<file path="src/rtl/fpgart_pkg.sv">
// Shared types and default sizing for the brush plotter and its raster scanner.
package fpgart_pkg;

  typedef enum logic [1:0] {
    IDLE  = 2'd0,
    PAINT = 2'd1,
    CLEAR = 2'd2
  } state_t;

  localparam int DEFAULT_SCREEN_WIDTH  = 320;
  localparam int DEFAULT_SCREEN_HEIGHT = 240;
  localparam int DEFAULT_CELL_SIZE     = 4;
  localparam int DEFAULT_BRUSH_MAX     = 4;
  localparam int DEFAULT_COLOUR_BITS   = 3;
  localparam int DEFAULT_BG_COLOUR     = 0;

  // Coordinate widths match the VGA adapter port widths.
  localparam int X_W = $clog2(DEFAULT_SCREEN_WIDTH) + 1;
  localparam int Y_W = $clog2(DEFAULT_SCREEN_HEIGHT) + 1;

endpackage

</file>
<file path="src/rtl/raster_scanner.sv">
// Row-major rectangle walker shared by paint strokes and full-screen clears.
module raster_scanner #(
  parameter int XW = 10,
  parameter int YW = 9
) (
  input  logic          iClk,
  input  logic          iResetn,
  input  logic          start,
  input  logic [XW-1:0] x0,
  input  logic [YW-1:0] y0,
  input  logic [XW-1:0] x_last,
  input  logic [YW-1:0] y_last,
  input  logic          step,
  output logic [XW-1:0] x,
  output logic [YW-1:0] y,
  output logic          last
);

  logic [XW-1:0] x_q;
  logic [YW-1:0] y_q;
  logic [XW-1:0] row_x0_q;
  logic [XW-1:0] x_last_q;
  logic [YW-1:0] y_last_q;

  // NOTE: sequential state uses non-blocking assignments so every register
  // samples pre-edge values regardless of statement order.
  always_ff @(posedge iClk or negedge iResetn) begin
    if (!iResetn) begin
      x_q      <= '0;
      y_q      <= '0;
      row_x0_q <= '0;
      x_last_q <= '0;
      y_last_q <= '0;
    end else if (start) begin
      x_q      <= x0;
      y_q      <= y0;
      row_x0_q <= x0;
      x_last_q <= x_last;
      y_last_q <= y_last;
    end else if (step) begin
      if (x_q == x_last_q) begin
        x_q <= row_x0_q;
        y_q <= y_q + YW'(1);
      end else begin
        x_q <= x_q + XW'(1);
      end
    end
  end

  assign x    = x_q;
  assign y    = y_q;
  assign last = (x_q == x_last_q) && (y_q == y_last_q);

endmodule

</file>
<file path="src/rtl/brush_plotter.sv">
// Turns mouse cell position and button levels into a ready/valid stream of
// clipped, de-duplicated square brush strokes and full-screen clears.
module brush_plotter
  import fpgart_pkg::*;
#(
  parameter int SCREEN_WIDTH  = DEFAULT_SCREEN_WIDTH,
  parameter int SCREEN_HEIGHT = DEFAULT_SCREEN_HEIGHT,
  parameter int CELL_SIZE     = DEFAULT_CELL_SIZE,
  parameter int BRUSH_MAX     = DEFAULT_BRUSH_MAX,
  parameter int COLOUR_BITS   = DEFAULT_COLOUR_BITS,
  parameter int BG_COLOUR     = DEFAULT_BG_COLOUR
) (
  input  logic                              iClk,
  input  logic                              iResetn,
  input  logic                              iClear,
  input  logic [COLOUR_BITS-1:0]            iColour,
  input  logic [2:0]                        iBrush,
  input  logic [7:0]                        iX_cell,
  input  logic [7:0]                        iY_cell,
  input  logic                              iLeftbtn,
  input  logic                              iRightbtn,
  input  logic                              iReady,
  output logic [$clog2(SCREEN_WIDTH):0]     oX_pixel,
  output logic [$clog2(SCREEN_HEIGHT):0]    oY_pixel,
  output logic [COLOUR_BITS-1:0]            oColour,
  output logic                              oPlot,
  output logic                              oBusy
);

  localparam int XW = $clog2(SCREEN_WIDTH) + 1;
  localparam int YW = $clog2(SCREEN_HEIGHT) + 1;
  localparam logic [COLOUR_BITS-1:0] BG = COLOUR_BITS'(BG_COLOUR);

  typedef struct packed {
    logic [7:0]             x_cell;
    logic [7:0]             y_cell;
    logic [2:0]             brush;
    logic [COLOUR_BITS-1:0] colour;
  } stroke_t;

  state_t                 state, state_n;
  stroke_t                req, cur_q, rec_q;
  logic                   rec_valid;
  logic [COLOUR_BITS-1:0] colour_q;
  logic                   empty_q;

  logic [2:0]  brush_eff;
  logic [31:0] px0, py0, span, px_end, py_end, px_lim, py_lim;
  logic        off_screen, any_btn, is_dup, step;

  logic          scan_start, sel_clear, load_stroke, rec_write, rec_kill;
  logic [XW-1:0] scan_x0, scan_x_last, scan_x;
  logic [YW-1:0] scan_y0, scan_y_last, scan_y;
  logic          scan_last;

  // Request decode: clamp the brush, pick the stroke colour and clip the
  // rectangle with full-width arithmetic so large cells cannot wrap on-screen.
  always_comb begin
    if (iBrush == 3'd0)                brush_eff = 3'd1;
    else if (32'(iBrush) > BRUSH_MAX)  brush_eff = 3'(BRUSH_MAX);
    else                               brush_eff = iBrush;

    req.x_cell = iX_cell;
    req.y_cell = iY_cell;
    req.brush  = brush_eff;
    req.colour = iLeftbtn ? iColour : BG;

    px0    = 32'(iX_cell) * 32'(CELL_SIZE);
    py0    = 32'(iY_cell) * 32'(CELL_SIZE);
    span   = 32'(brush_eff) * 32'(CELL_SIZE);
    px_end = px0 + span;
    py_end = py0 + span;
    px_lim = (px_end > 32'(SCREEN_WIDTH))  ? 32'(SCREEN_WIDTH)  : px_end;
    py_lim = (py_end > 32'(SCREEN_HEIGHT)) ? 32'(SCREEN_HEIGHT) : py_end;
    off_screen = (px0 >= 32'(SCREEN_WIDTH)) || (py0 >= 32'(SCREEN_HEIGHT));
  end

  assign any_btn = iLeftbtn || iRightbtn;
  assign is_dup  = rec_valid && (req == rec_q);
  assign oPlot   = (state == CLEAR) || ((state == PAINT) && !empty_q);
  assign oBusy   = (state != IDLE);
  assign step    = oPlot && iReady;

  assign scan_x0     = sel_clear ? '0 : XW'(px0);
  assign scan_y0     = sel_clear ? '0 : YW'(py0);
  assign scan_x_last = sel_clear ? XW'(SCREEN_WIDTH - 1)  : XW'(px_lim - 32'd1);
  assign scan_y_last = sel_clear ? YW'(SCREEN_HEIGHT - 1) : YW'(py_lim - 32'd1);

  // NOTE: every signal driven here gets a default first, so no path through
  // the case statement can leave one unassigned and infer a latch.
  always_comb begin
    state_n     = state;
    scan_start  = 1'b0;
    sel_clear   = 1'b0;
    load_stroke = 1'b0;
    rec_write   = 1'b0;
    rec_kill    = 1'b0;
    case (state)
      IDLE: begin
        if (iClear) begin
          state_n    = CLEAR;
          scan_start = 1'b1;
          sel_clear  = 1'b1;
          rec_kill   = 1'b1;
        end else if (any_btn && !is_dup) begin
          state_n     = PAINT;
          scan_start  = 1'b1;
          load_stroke = 1'b1;
        end
      end
      PAINT: begin
        if (iClear) begin
          state_n    = CLEAR;
          scan_start = 1'b1;
          sel_clear  = 1'b1;
          rec_kill   = 1'b1;
        end else if (empty_q || (step && scan_last)) begin
          // An off-screen stroke is recorded too, so a held button does not
          // keep re-triggering empty strokes.
          state_n   = IDLE;
          rec_write = 1'b1;
        end
      end
      CLEAR: begin
        if (step && scan_last) state_n = IDLE;
      end
      default: state_n = IDLE;
    endcase
  end

  always_ff @(posedge iClk or negedge iResetn) begin
    if (!iResetn) begin
      state     <= IDLE;
      cur_q     <= '0;
      rec_q     <= '0;
      rec_valid <= 1'b0;
      colour_q  <= '0;
      empty_q   <= 1'b0;
    end else begin
      state <= state_n;

      if (load_stroke) begin
        cur_q    <= req;
        colour_q <= req.colour;
        empty_q  <= off_screen;
      end else if (scan_start) begin
        colour_q <= BG;
        empty_q  <= 1'b0;
      end

      if (rec_kill) begin
        rec_valid <= 1'b0;
      end else if (rec_write) begin
        rec_valid <= 1'b1;
        rec_q     <= cur_q;
      end else if (!any_btn) begin
        rec_valid <= 1'b0;
      end
    end
  end

  raster_scanner #(
    .XW (XW),
    .YW (YW)
  ) u_scanner (
    .iClk    (iClk),
    .iResetn (iResetn),
    .start   (scan_start),
    .x0      (scan_x0),
    .y0      (scan_y0),
    .x_last  (scan_x_last),
    .y_last  (scan_y_last),
    .step    (step),
    .x       (scan_x),
    .y       (scan_y),
    .last    (scan_last)
  );

  assign oX_pixel = scan_x;
  assign oY_pixel = scan_y;
  assign oColour  = colour_q;

endmodule
</file>
<file path="config.mk">
export PLATFORM = sky130hd
export DESIGN_NAME = brush_plotter
export DESIGN_NICKNAME = d
export VERILOG_FILES = /design/src/rtl/fpgart_pkg.sv /design/src/rtl/raster_scanner.sv /design/src/rtl/brush_plotter.sv
export SDC_FILE = /design/constraint.sdc
export NUM_CORES = 1
export LEC_CHECK = 0
export CAP_MARGIN = 10
export CELL_PAD_IN_SITES_DETAIL_PLACEMENT = 1
export CELL_PAD_IN_SITES_GLOBAL_PLACEMENT = 1
export CORE_UTILIZATION = 45
export CTS_CLUSTER_SIZE = 24
export DETAILED_ROUTE_END_ITERATION = 10
export PLACE_DENSITY_LB_ADDON = 0.1
export SLEW_MARGIN = 20
export SYNTH_ARGS = -nofsm -noshare
export SYNTH_HDL_FRONTEND = slang
export SYNTH_SLANG_ARGS = --single-unit
</file>
<file path="constraint.sdc">
create_clock -name iClk -period 2.6 [get_ports iClk]
set_input_delay 0.26 -clock iClk [delete_from_list [all_inputs] [get_ports iClk]]
set_output_delay 0.26 -clock iClk [all_outputs]
set_load 0.05 [all_outputs]
</file>
## Word-level counts from Yosys, hierarchy flattened

Cells that the tools add are included.

- Bits in registers: 99
- Output and inout port bits: 24
- Word-level logic and storage cells: 98
- Input bits: 28

- Eq/ne operators: 9
- Bitwise gates (word level): 1
- Order comparisons: 5
- Mux-type cells: 38
- Reduce and logical (&&, ||, !) cells: 22
- $add $sub $neg: 6

Operators with widths:

| operator | count |
|---|---|
| $mux W10 | 6 |
| $mux W9 | 6 |
| $add A10 B5 Y11 | 2 |
| $eq A22 B22 Y1 | 1 |
| $mux W3 | 5 |
| $mux W1 | 14 |
| $gt A11 B8 Y1 const B | 1 |
| $gt A11 B9 Y1 const B | 1 |
| $add A10 B1 Y10 const B | 1 |
| $eq A10 B10 Y1 | 1 |
| $ge A10 B8 Y1 const B | 1 |
| $ge A10 B9 Y1 const B | 1 |
| $mux W2 | 5 |
| $sub A10 B1 Y10 const B | 1 |
| $add A9 B1 Y9 const B | 1 |
| $eq A9 B9 Y1 | 1 |
| $sub A9 B1 Y9 const B | 1 |
| $reduce_bool A2 Y1 | 4 |
| $logic_and A1 B1 Y1 | 6 |
| $pmux W2 S3 | 1 |
| $logic_or A1 B1 Y1 | 4 |
| $reduce_and A2 Y1 | 2 |
| $gt A3 B3 Y1 const B | 1 |
| $logic_not A3 Y1 | 1 |
| other kinds (12) | 13 |

## Longest topological paths before layout

Gate-level depths: netlist of run 1.

- Word-level depth: 12
- Mapped depth: 17
- Mapped depth without buffers: 17

## By module

Synthesis of run 1 repeated with hierarchy kept, for this count alone.

- Cells, all modules: 573
- Area, all modules: 5930.7 µm²

By module, submodules not included:

| module | area an instance (µm²) | instances | cells each |
|---|---|---|---|
| brush_plotter | 3374.5 | 1 | 336 |
| raster_scanner | 2556.2 | 1 | 237 |

## Worst setup path after synthesis of run 1

OpenSTA, ideal clock, no wires.

- Kind: in2reg
- From: input port iBrush[1]
- To: register u_scanner.x_last_q[8]
- Cell stages on the path: 15
- Buffers on the path: 0
- Library setup time: 77 ps
- Data required time: 2523 ps
- Arrival: 3004 ps
- Slack: -482 ps
- Cells stage by stage: nor2b_1 -> nor2_1 -> ha_1 -> inv_1 -> fa_1 -> nor2b_1 -> or2_2 -> o21ai_0 -> o31a_2 -> nand2b_1 -> ha_1 -> nand2_1 -> or3b_1 -> xor2_1 -> a21oi_1

- Word-level cells in the longest chain between the ends: 10

RTL lines:

| what | line | RTL |
|---|---|---|
| start, declared | brush_plotter.sv:17 | `input logic [2:0] iBrush,` |
| $gt A3 B3 Y1 | brush_plotter.sv:60 | `else if (32'(iBrush) > BRUSH_MAX) brush_eff = 3'(BRUSH_MAX);` |
| $mux W3 | brush_plotter.sv:60 |  |
| $mux W3 * | brush_plotter.sv:59 | `if (iBrush == 3'd0) brush_eff = 3'd1;` |
| net brush_eff[0] | brush_plotter.sv:47 | `logic [2:0] brush_eff;` |
| branches (longest 7 deep; another with $add A10 B5 Y11) | -- |  |
| end signal, assigned | raster_scanner.sv:38 | `x_last_q <= x_last;` |
| end, declared | raster_scanner.sv:22 | `logic [XW-1:0] x_last_q;` |

Mark *: on every way through the listed nets, which the timed path passes.
A chain may end at the register's enable or synchronous reset.

## Worst setup path after layout of run 1

Same ends and word-level chain as after synthesis.

==> impl_metrics.toml, run 1 <==
[run_status]
status = "finished with violations"
violations = "setup timing"

[cells_and_area]
antenna_cells = 0
drive_gt1_frac = 0.292
nets = 721
final_cell_area_um2 = 7160
multi_input_area_um2 = 2960
syn_to_final_growth_pct = 35.1
ff_latch_area_um2 = 2360
fill_cells = 1245
utilization = 0.625
stdcell_count = 829

[detailed_routing]
wire_per_inst_um = 21.0
drtPass1Iterations = 4
final_antenna_net_count = 0
drt_iter0_drc = 269
top_layer = "met4"
vias_per_cell = 5.72
wl_met2_um = 8910
drc = 0
wirelength_um = 17400
wl_met1_um = 7430
via_count = 4741
dr_wl_met3_um = 533

[timing]
hold_violations = 0
setup_ws_ns = -0.148
drv_slew = 0
max_clock_freq_mhz = 364
min_period_ns = 2.75
skew_ns = 0.00923
tightest_slew_ns = 0.590
rsz0062_at_grt = "true"
slew_headroom = 0.606
setup_viol = 6
finalCritPeriodShare = 1.06

[synthesis]
syn-num-nets = 584
synth_flop_cell = "dfrtp_1"
synth.avg_cell_area_um2 = 9.75
yosys_warnings = 0
yosys-top-cells-area = "dfrtp_1 (44%), xor2_1 (6.1%), mux2_2 (5.9%)"
synth_top_cell_area_share = 0.444
synth.distinct_cells = 64
synthCells = 544
async_flop_share = 1.00
synth_seq_cells = 94
seq_area_frac_synth = 0.444
yosysTopAreaCell = "dfrtp_1"
synth_edf_count = 0
netlist_area_um2 = 5300

[setup_path]
cp.required_ns = 2.87
critical_path.endpoint_type = "flip-flop"
crit_fanout = 4
arrival_ns = 3.02
crit_path_start_kind = "input port"
crit_type = "in -> reg"

[grt]
grt_pass1_vias = 4921
grt_usage = 0.284
overflow = 0
antenna_found_initial = 0
grt_pass1_wl_um = 26900
grt_max_degree = 54

[place]
placed_area_um2 = 6570
io_buffers = 51
dp.cells = 798
hpwl_um = 11800
place_congestion = 0.875

[floorplan]
rows = 39
dieHeight_um = 111
start_util = 0.462
io_pins = 52
dieArea_um2 = 12200
core_area_um2 = 11500
fp.dieW_um = 111

[clock_tree]
h-tree-depth = 3
cts_inserted_buffers = 9
clk_latency_ns = 0.36
cts_tree = "yes"
cts_max_path_buffers = 2
clk_pin_slew_ns = 0.06
root_buffer = "clkbuf_16"
clock_sinks = 94

[pwr]
peakVddDrop_mv = 0.614
power_density_nw_per_um2 = 966
p_leak_nw = 3.26
finalPower_mw = 6.92

[flow_run]
maxCapViolCount = 0

[min_path]
min_path_type = "in -> reg"
[synthesized netlist by cell type, types with 2 or more instances]
master and n:
or2_2 2, xnor2_1 26, nand3_1 15, o21ai_0 38, nor2_1 32, a21o_1 5, inv_1 26, nor2b_1 6
nand4_1 10, ha_1 10, a21oi_1 15, fa_1 2, a31oi_1 5, clkbuf_1 7, buf_2 9, o41ai_1 2
and3_1 7, mux2_2 28, xor2_1 37, mux2i_1 3, and2_1 6, o21ai_1 12, nor4_1 6, a2bb2oi_1 8
o211ai_1 2, or3_1 4, nand2_1 70, dfrtp_1 94, nand2b_1 9, buf_6 5, nor3_1 6, a22o_1 3
o22ai_1 2, o22a_1 2
[layout make-up]
cell class,instances,area share
repair buffers,147,0.175
inverters,26,0.0136
clock inverters,5,0.00873
well taps,143,0.0250
flip-flops and latches,94,0.329
multi-input cells,403,0.413
clock buffers,11,0.0353
[routing by layer]
metal  track usage  vias up
li1              -     2167
met4        0.0942        0
met3        0.0384       44
met5             0        -
met1         0.367     2413
met2         0.491      117
[state kept, by name (all words and copies together), names as in the netlist]
name	cells
u_scanner.row_x0_q	8
u_scanner.y	9
rec_q	22
state	2
oColour	3
empty_q	1
rec_valid	1
u_scanner.y_last_q	8
u_scanner.x_last_q	8
cur_q	22
u_scanner.x	10
[worst paths after layout]
path	start	endpoint	slack [ns]	depth (start not counted)
setup / recovery	iBrush[1]	u_scanner.x_last_q[8]	-0.15	16
hold / removal	iBrush[0]	cur_q[3]	0.38	4
setup reg to reg	rec_q[9]	cur_q[14]	0.01	8
hold reg to reg	oColour[0]	oColour[0]	0.48	2
max in group asynchronous	iResetn	u_scanner.x[0]	1.45	3
min in group asynchronous	iResetn	u_scanner.x[7]	0.45	2
[power by group]
group          leakage, nW  switching (mW)  internal, mW
Sequential            1.17           0.477          2.00
Clock                0.149           0.597         0.805
Combinational         1.94            1.73          1.32
[critical path: stages]
cell      delay, ns
buf_6          0.09
nor2b_4        0.12
nor2_4         0.12
ha_4           0.15
inv_2          0.04
fa_2           0.40
nor2b_4        0.19
or2_4          0.17
o21ai_0        0.08
o31a_2         0.37
nand2b_1       0.09
ha_2           0.19
nand2_2        0.06
or3b_4         0.37
xor2_1         0.14
a21oi_1        0.15
[layout by cell type (no fill, tap or decap), types with 9 or more instances in the layout]
cell type         n
mux2_2           27
nand3_1          15
dfrtp_1          88
nand4_1          10
a21oi_1          14
xor2_1           36
clkbuf_16         9
xnor2_1          25
o21ai_0          35
inv_1            24
buf_4            91
clkdlybuf4s50_1  41
nor2_1           31
o21ai_1          14
nand2_1          65
[kinds of logic (layout without fill, tap and decap cells)]
family          after synthesis  after routing  synth area share
compound gates              112            113             0.139
buf+inv                      48            189            0.0432
xor+xnor                     64             64             0.107
simple gates                182            182             0.168
fa+ha+maj                    12             12            0.0312
flops                        94             94             0.444
mux                          32             32            0.0680
[metrics by stage]
step / setup TNS [ns] / hold slack [ns] / setup slack (ns)
5_1_grt: -3.24 / 0.400 / -0.266
3_3_place_gp: -25.34 / 0.280 / -0.786
3_5_place_dp: -27.42 / 0.295 / -0.980
6_report: -0.529 / 0.376 / -0.148
4_1_cts: -0.310 / 0.408 / -0.191
2_1_floorplan: -1.08 / -0.0356 / -0.305
[repair_timing]
action,in CTS,in global routing
setup endpoints to repair,43,43
hold buffers,1,0
cloned,1,0
pin swaps,21,14
gates resized for setup,35,27
buffers inserted,7,7
hold endpoints to repair,41,0
Note: power is estimated with default switching activity, not from simulation.
==> run 2: changes to the inputs <==
==> constraint.sdc (replaced) <==
create_clock -name iClk -period 2.6 [get_ports iClk]
set_input_delay 0.65 -clock iClk [delete_from_list [all_inputs] [get_ports iClk]]
set_output_delay 0.65 -clock iClk [all_outputs]
set_load 0.05 [all_outputs]
==> impl_metrics.toml, run 2 (synthesized netlist as in run 1, its figures left out) <==
[run_status]
status = "finished with violations"
violations = "setup timing"

[place]
io_buffers = 51
place_congestion = 0.879
hpwl_um = 11800
placed_area_um2 = 6610

[detailed_routing]
wire_per_inst_um = 24.3
via_count = 4928
final_antenna_net_count = 0
drc = 0
wl_met1_um = 8200
drtPass1Iterations = 4
dr_wl_met3_um = 776
vias_per_cell = 5.89
drt_iter0_drc = 269
top_layer = "met4"
wirelength_um = 20300
wl_met2_um = 10600

[timing]
drv_slew = 0
hold_violations = 0
tightest_slew_ns = 0.518
rsz0062_at_grt = "true"
setup_ws_ns = -0.511
finalCritPeriodShare = 1.20
fin_tns_setup_ns = -5.34
max_clock_freq_mhz = 321
min_period_ns = 3.11
slew_headroom = 0.654
skew_ns = 0.0135
setup_viol = 49

[cells_and_area]
syn_to_final_growth_pct = 41.3
nets = 729
layout_commonest_cell = "dfrtp_1"
drive_gt1_frac = 0.358
antenna_cells = 0
final_cell_area_um2 = 7490
final_cell_mix = "dfrtp_1 (88), buf_4 (87), nand2_1 (60), o21ai_0 (32)"

[pwr]
p_leak_nw = 3.42
power_density_nw_per_um2 = 978
peakVddDrop_mv = 0.644

[clock_tree]
cts_max_path_buffers = 2
cts_tree = "yes"
clock_sinks = 94
h-tree-depth = 3
root_buffer = "clkbuf_16"
cts_hold_buf = 0
clk_pin_slew_ns = 0.07
clk_latency_ns = 0.37
cts_inserted_buffers = 9

[flow_run]
maxCapViolCount = 0

[grt]
grt_pass1_wl_um = 28800
grt_max_degree = 52
antenna_found_initial = 0
grt_usage = 0.305
grt_pass1_vias = 5299
overflow = 0

[setup_path]
arrival_ns = 3.36
slowest_stage = "fa_2"
critPathMaxStageDelay_ns = 0.39
cp.required_ns = 2.85
critical_path.endpoint_type = "flip-flop"
crit_family = "compound AO/OA/AOI/OAI gates"
crit_path_start_kind = "input port"
crit_type = "in -> reg"
worst-path-buf-inv = 3
crit_fanout = 4
crit_chain = "buf_6 > nor2b_4 > nor2_4 > ha_4 > inv_2 > fa_2 > nor2b_4 > or2_4 > nand2_4 > o22ai_2 > o31a_2 > nand2_2 > ha_4 > nand2_2 > buf_4 > a21o_1 > o311ai_1 > a21o_1 > a22o_1"

[floorplan]
core_area_um2 = 11500
start_util = 0.462
rows = 39
fp.dieW_um = 111
dieHeight_um = 111
io_pins = 52
dieArea_um2 = 12200

[min_path]
min_path_type = "in -> async"
run 2: report_power, final:
part	total, mW	internal (mW)	switching, mW
Clock	1.45	0.868	0.585
Combinational	3.35	1.45	1.90
Sequential	2.52	2.00	0.527
run 2: layout make-up:
class	instances	area (µm²)
clock inverters	3	68.8
multi-input cells	402	3160
flip-flops and latches	94	2360
well taps	143	179
fillers	1245	3980
inverters	26	97.6
clock buffers	12	246
repair buffers	156	1380
run 2: worst reg2reg max path, delay by kind of cell (launching register included):
family	cells	cell delay [ns]
AND/OR/NAND/NOR	3	0.90
buffers and inverters	3	0.56
AO/OA/AOI/OAI	3	0.51
flip-flops	1	0.41
XOR/XNOR	1	0.21
run 2: worst paths after layout:
check                                      startpoint               endpoint  slack (ns)  depth (start not counted)
worst max register to register               rec_q[9]         u_scanner.x[3]       -0.07                         10
worst min register to register  u_scanner.row_x0_q[5]  u_scanner.row_x0_q[5]        0.48                          2
worst max-delay path                        iBrush[1]  u_scanner.x_last_q[6]       -0.51                         19
min in group iClk               u_scanner.row_x0_q[5]  u_scanner.row_x0_q[5]        0.48                          2
max in group asynchronous                     iResetn         u_scanner.x[0]        1.79                          2
worst min-delay path                          iResetn  u_scanner.row_x0_q[5]        0.16                          1
run 2: stage by stage:
step	hold WS, ns	cells	utilization	setup slack [ns]	total power, mW
2_1_floorplan	0.354	544	-	-0.695	4.20
3_3_place_gp	0.456	801	0.576	-1.22	5.23
3_5_place_dp	0.471	801	0.576	-1.33	5.36
4_1_cts	0.175	826	0.630	-0.505	6.98
5_1_grt	0.192	836	0.653	-0.626	7.64
6_report	0.162	836	0.653	-0.511	7.33
run 2: what timing repair did:
action | 4_1_cts | 5_1_grt
gates cloned | 2 | 1
endpoints found under the setup margin | 70 | 76
resized for setup | 89 | 68
pin swaps | 23 | 40
setup buffers | 8 | 14
run 2: per-layer routing:
metal	track usage	vias up
li1	-	2174
met1	0.381	2549
met2	0.515	149
met3	0.0516	56
met4	0.142	0
met5	0	-
==> run 3: changes to the inputs <==
- REMOVE_ABC_BUFFERS: not set -> 1
==> impl_metrics.toml, run 3 (synthesized netlist as in run 1, its figures left out) <==
[setup_path]
critical_path.endpoint_type = "flip-flop"
cp.required_ns = 2.85
crit_path_start_kind = "input port"
worstSetupStartpoint = "iBrush[2]"
crit_type = "in -> reg"
reg2reg_slack_ns = -0.04
crit_fanout = 4
r2r-start = "rec_q[13]"
arrival_ns = 3.53
rr_worst_depth = 8
reg2reg_to = "u_scanner.x[7]"

[floorplan]
dieHeight_um = 111
start_util = 0.462
rows = 39
core_area_um2 = 11500
dieArea_um2 = 12200
io_pins = 52
fp.dieW_um = 111

[place]
place_congestion = 0.845
io_buffers = 51
hpwl_um = 11800
placed_area_um2 = 6600
place_ws_ns = -1.50

[cells_and_area]
final_cell_area_um2 = 7740
utilization = 0.675
drive_gt1_frac = 0.376
antenna_cells = 0
layout_commonest_cell = "dfrtp_1"
nets = 743
syn_to_final_growth_pct = 46.0
final_cell_mix = "dfrtp_1 (94), buf_4 (90), nand2_1 (52), xor2_1 (33), nor2_1 (28)"

[clock_tree]
clk_latency_ns = 0.37
cts_max_path_buffers = 2
cts_tree = "yes"
cts_inserted_buffers = 9
h-tree-depth = 3
clock_sinks = 94
clk_pin_slew_ns = 0.07
root_buffer = "clkbuf_16"

[grt]
grt_pass1_vias = 5573
grt_pass1_wl_um = 31200
antenna_found_initial = 0
grt_max_degree = 46
grt_usage = 0.334
overflow = 0

[timing]
finalCritPeriodShare = 1.26
min_period_ns = 3.28
max_clock_freq_mhz = 305
skew_ns = 0.0144
hold_violations = 0
whs_ns = 0.246
drv_slew = 0
rsz0062_at_grt = "true"
setup_ws_ns = -0.684
slew_headroom = 0.639
tightest_slew_ns = 0.540
setup_viol = 48

[pwr]
pwr-share-comb = 0.492
power_frac_seq = 0.336
p_switching_mw = 3.29
power.internal_mw = 4.20
swShare = 0.439
finalPower_mw = 7.49
clkPwrFrac = 0.173
power_density_nw_per_um2 = 968
p_leak_nw = 3.54
peakVddDrop_mv = 0.696

[run_status]
violations = "setup timing"
status = "finished with violations"

[detailed_routing]
vias_per_cell = 6.26
dr_wl_met3_um = 1670
drt_iter0_drc = 318
top_layer = "met4"
final_antenna_net_count = 0
wire_per_inst_um = 27.6
drtPass1Iterations = 5
via_count = 5325
wl_met2_um = 11500
drc = 0
wl_met1_um = 9030
wirelength_um = 23500

[min_path]
min_path_type = "in -> async"

[flow_run]
maxCapViolCount = 0
run 3: area by class of cell:
class,instances,area (µm²)
sequential,94,2350
fill,1200,3730
clock inverter,3,20.0
tap,143,179
clock buffer,13,250
inverter,26,97.6
timing repair buffer,170,1550
multi-input combinational,402,3290
run 3: timing repair:
action	CTS	global route
gates cloned	2	0
hold buffers	0	0
setup endpoints to repair	71	64
setup buffers	19	15
resized for setup	128	89
pin swaps	37	42
run 3: through the flow:
stage | cells | TNS [ns]
2_1_floorplan | 522 | -36.21
3_3_place_gp | 808 | -53.15
3_5_place_dp | 808 | -55.66
4_1_cts | 844 | -3.26
5_1_grt | 851 | -8.79
6_report | 851 | -6.76
run 3: how the worst max path moves through the flow:
| stage | endpoint | slack, ns | cells after the start |
|---|---|---|---|
| after floorplan | u_scanner.x_last_q[8] | -0.90 | 15 |
| after global placement | u_scanner.x_last_q[8] | -1.34 | 15 |
| after detailed placement | u_scanner.x_last_q[6] | -1.50 | 17 |
| after CTS | u_scanner.x_last_q[8] | -0.56 | 16 |
| after global routing | u_scanner.x_last_q[6] | -0.69 | 16 |
| final | u_scanner.x_last_q[6] | -0.68 | 16 |
run 3: worst max-delay path, cell delays in order:
cell and delay, ns:
clkbuf_4 0.17, nor2_4 0.21, ha_4 0.18, inv_2 0.04
fa_2 0.55, nor2b_4 0.22, nand3_2 0.14, o22ai_2 0.21
o31a_4 0.23, nand2b_4 0.07, ha_4 0.16, nand2_2 0.08
a21o_1 0.12, o311ai_2 0.12, a21o_1 0.19, a22o_1 0.18
run 3: per-layer routing:
layer | vias to the layer above | GRT usage
met5 | - | 0
met4 | 0 | 0.170
met3 | 112 | 0.0648
met2 | 291 | 0.565
met1 | 2717 | 0.405
li1 | 2205 | -
run 3: power groups by stage:
stage | clock network, mW | registers (mW) | logic (mW)
detailed placement | 0 | 2.44 | 2.93
global route | 1.34 | 2.55 | 3.84
finish | 1.29 | 2.52 | 3.68
CTS | 1.25 | 2.44 | 3.23
global placement | 0 | 2.40 | 2.83
floorplan | 0 | 2.85 | 1.27
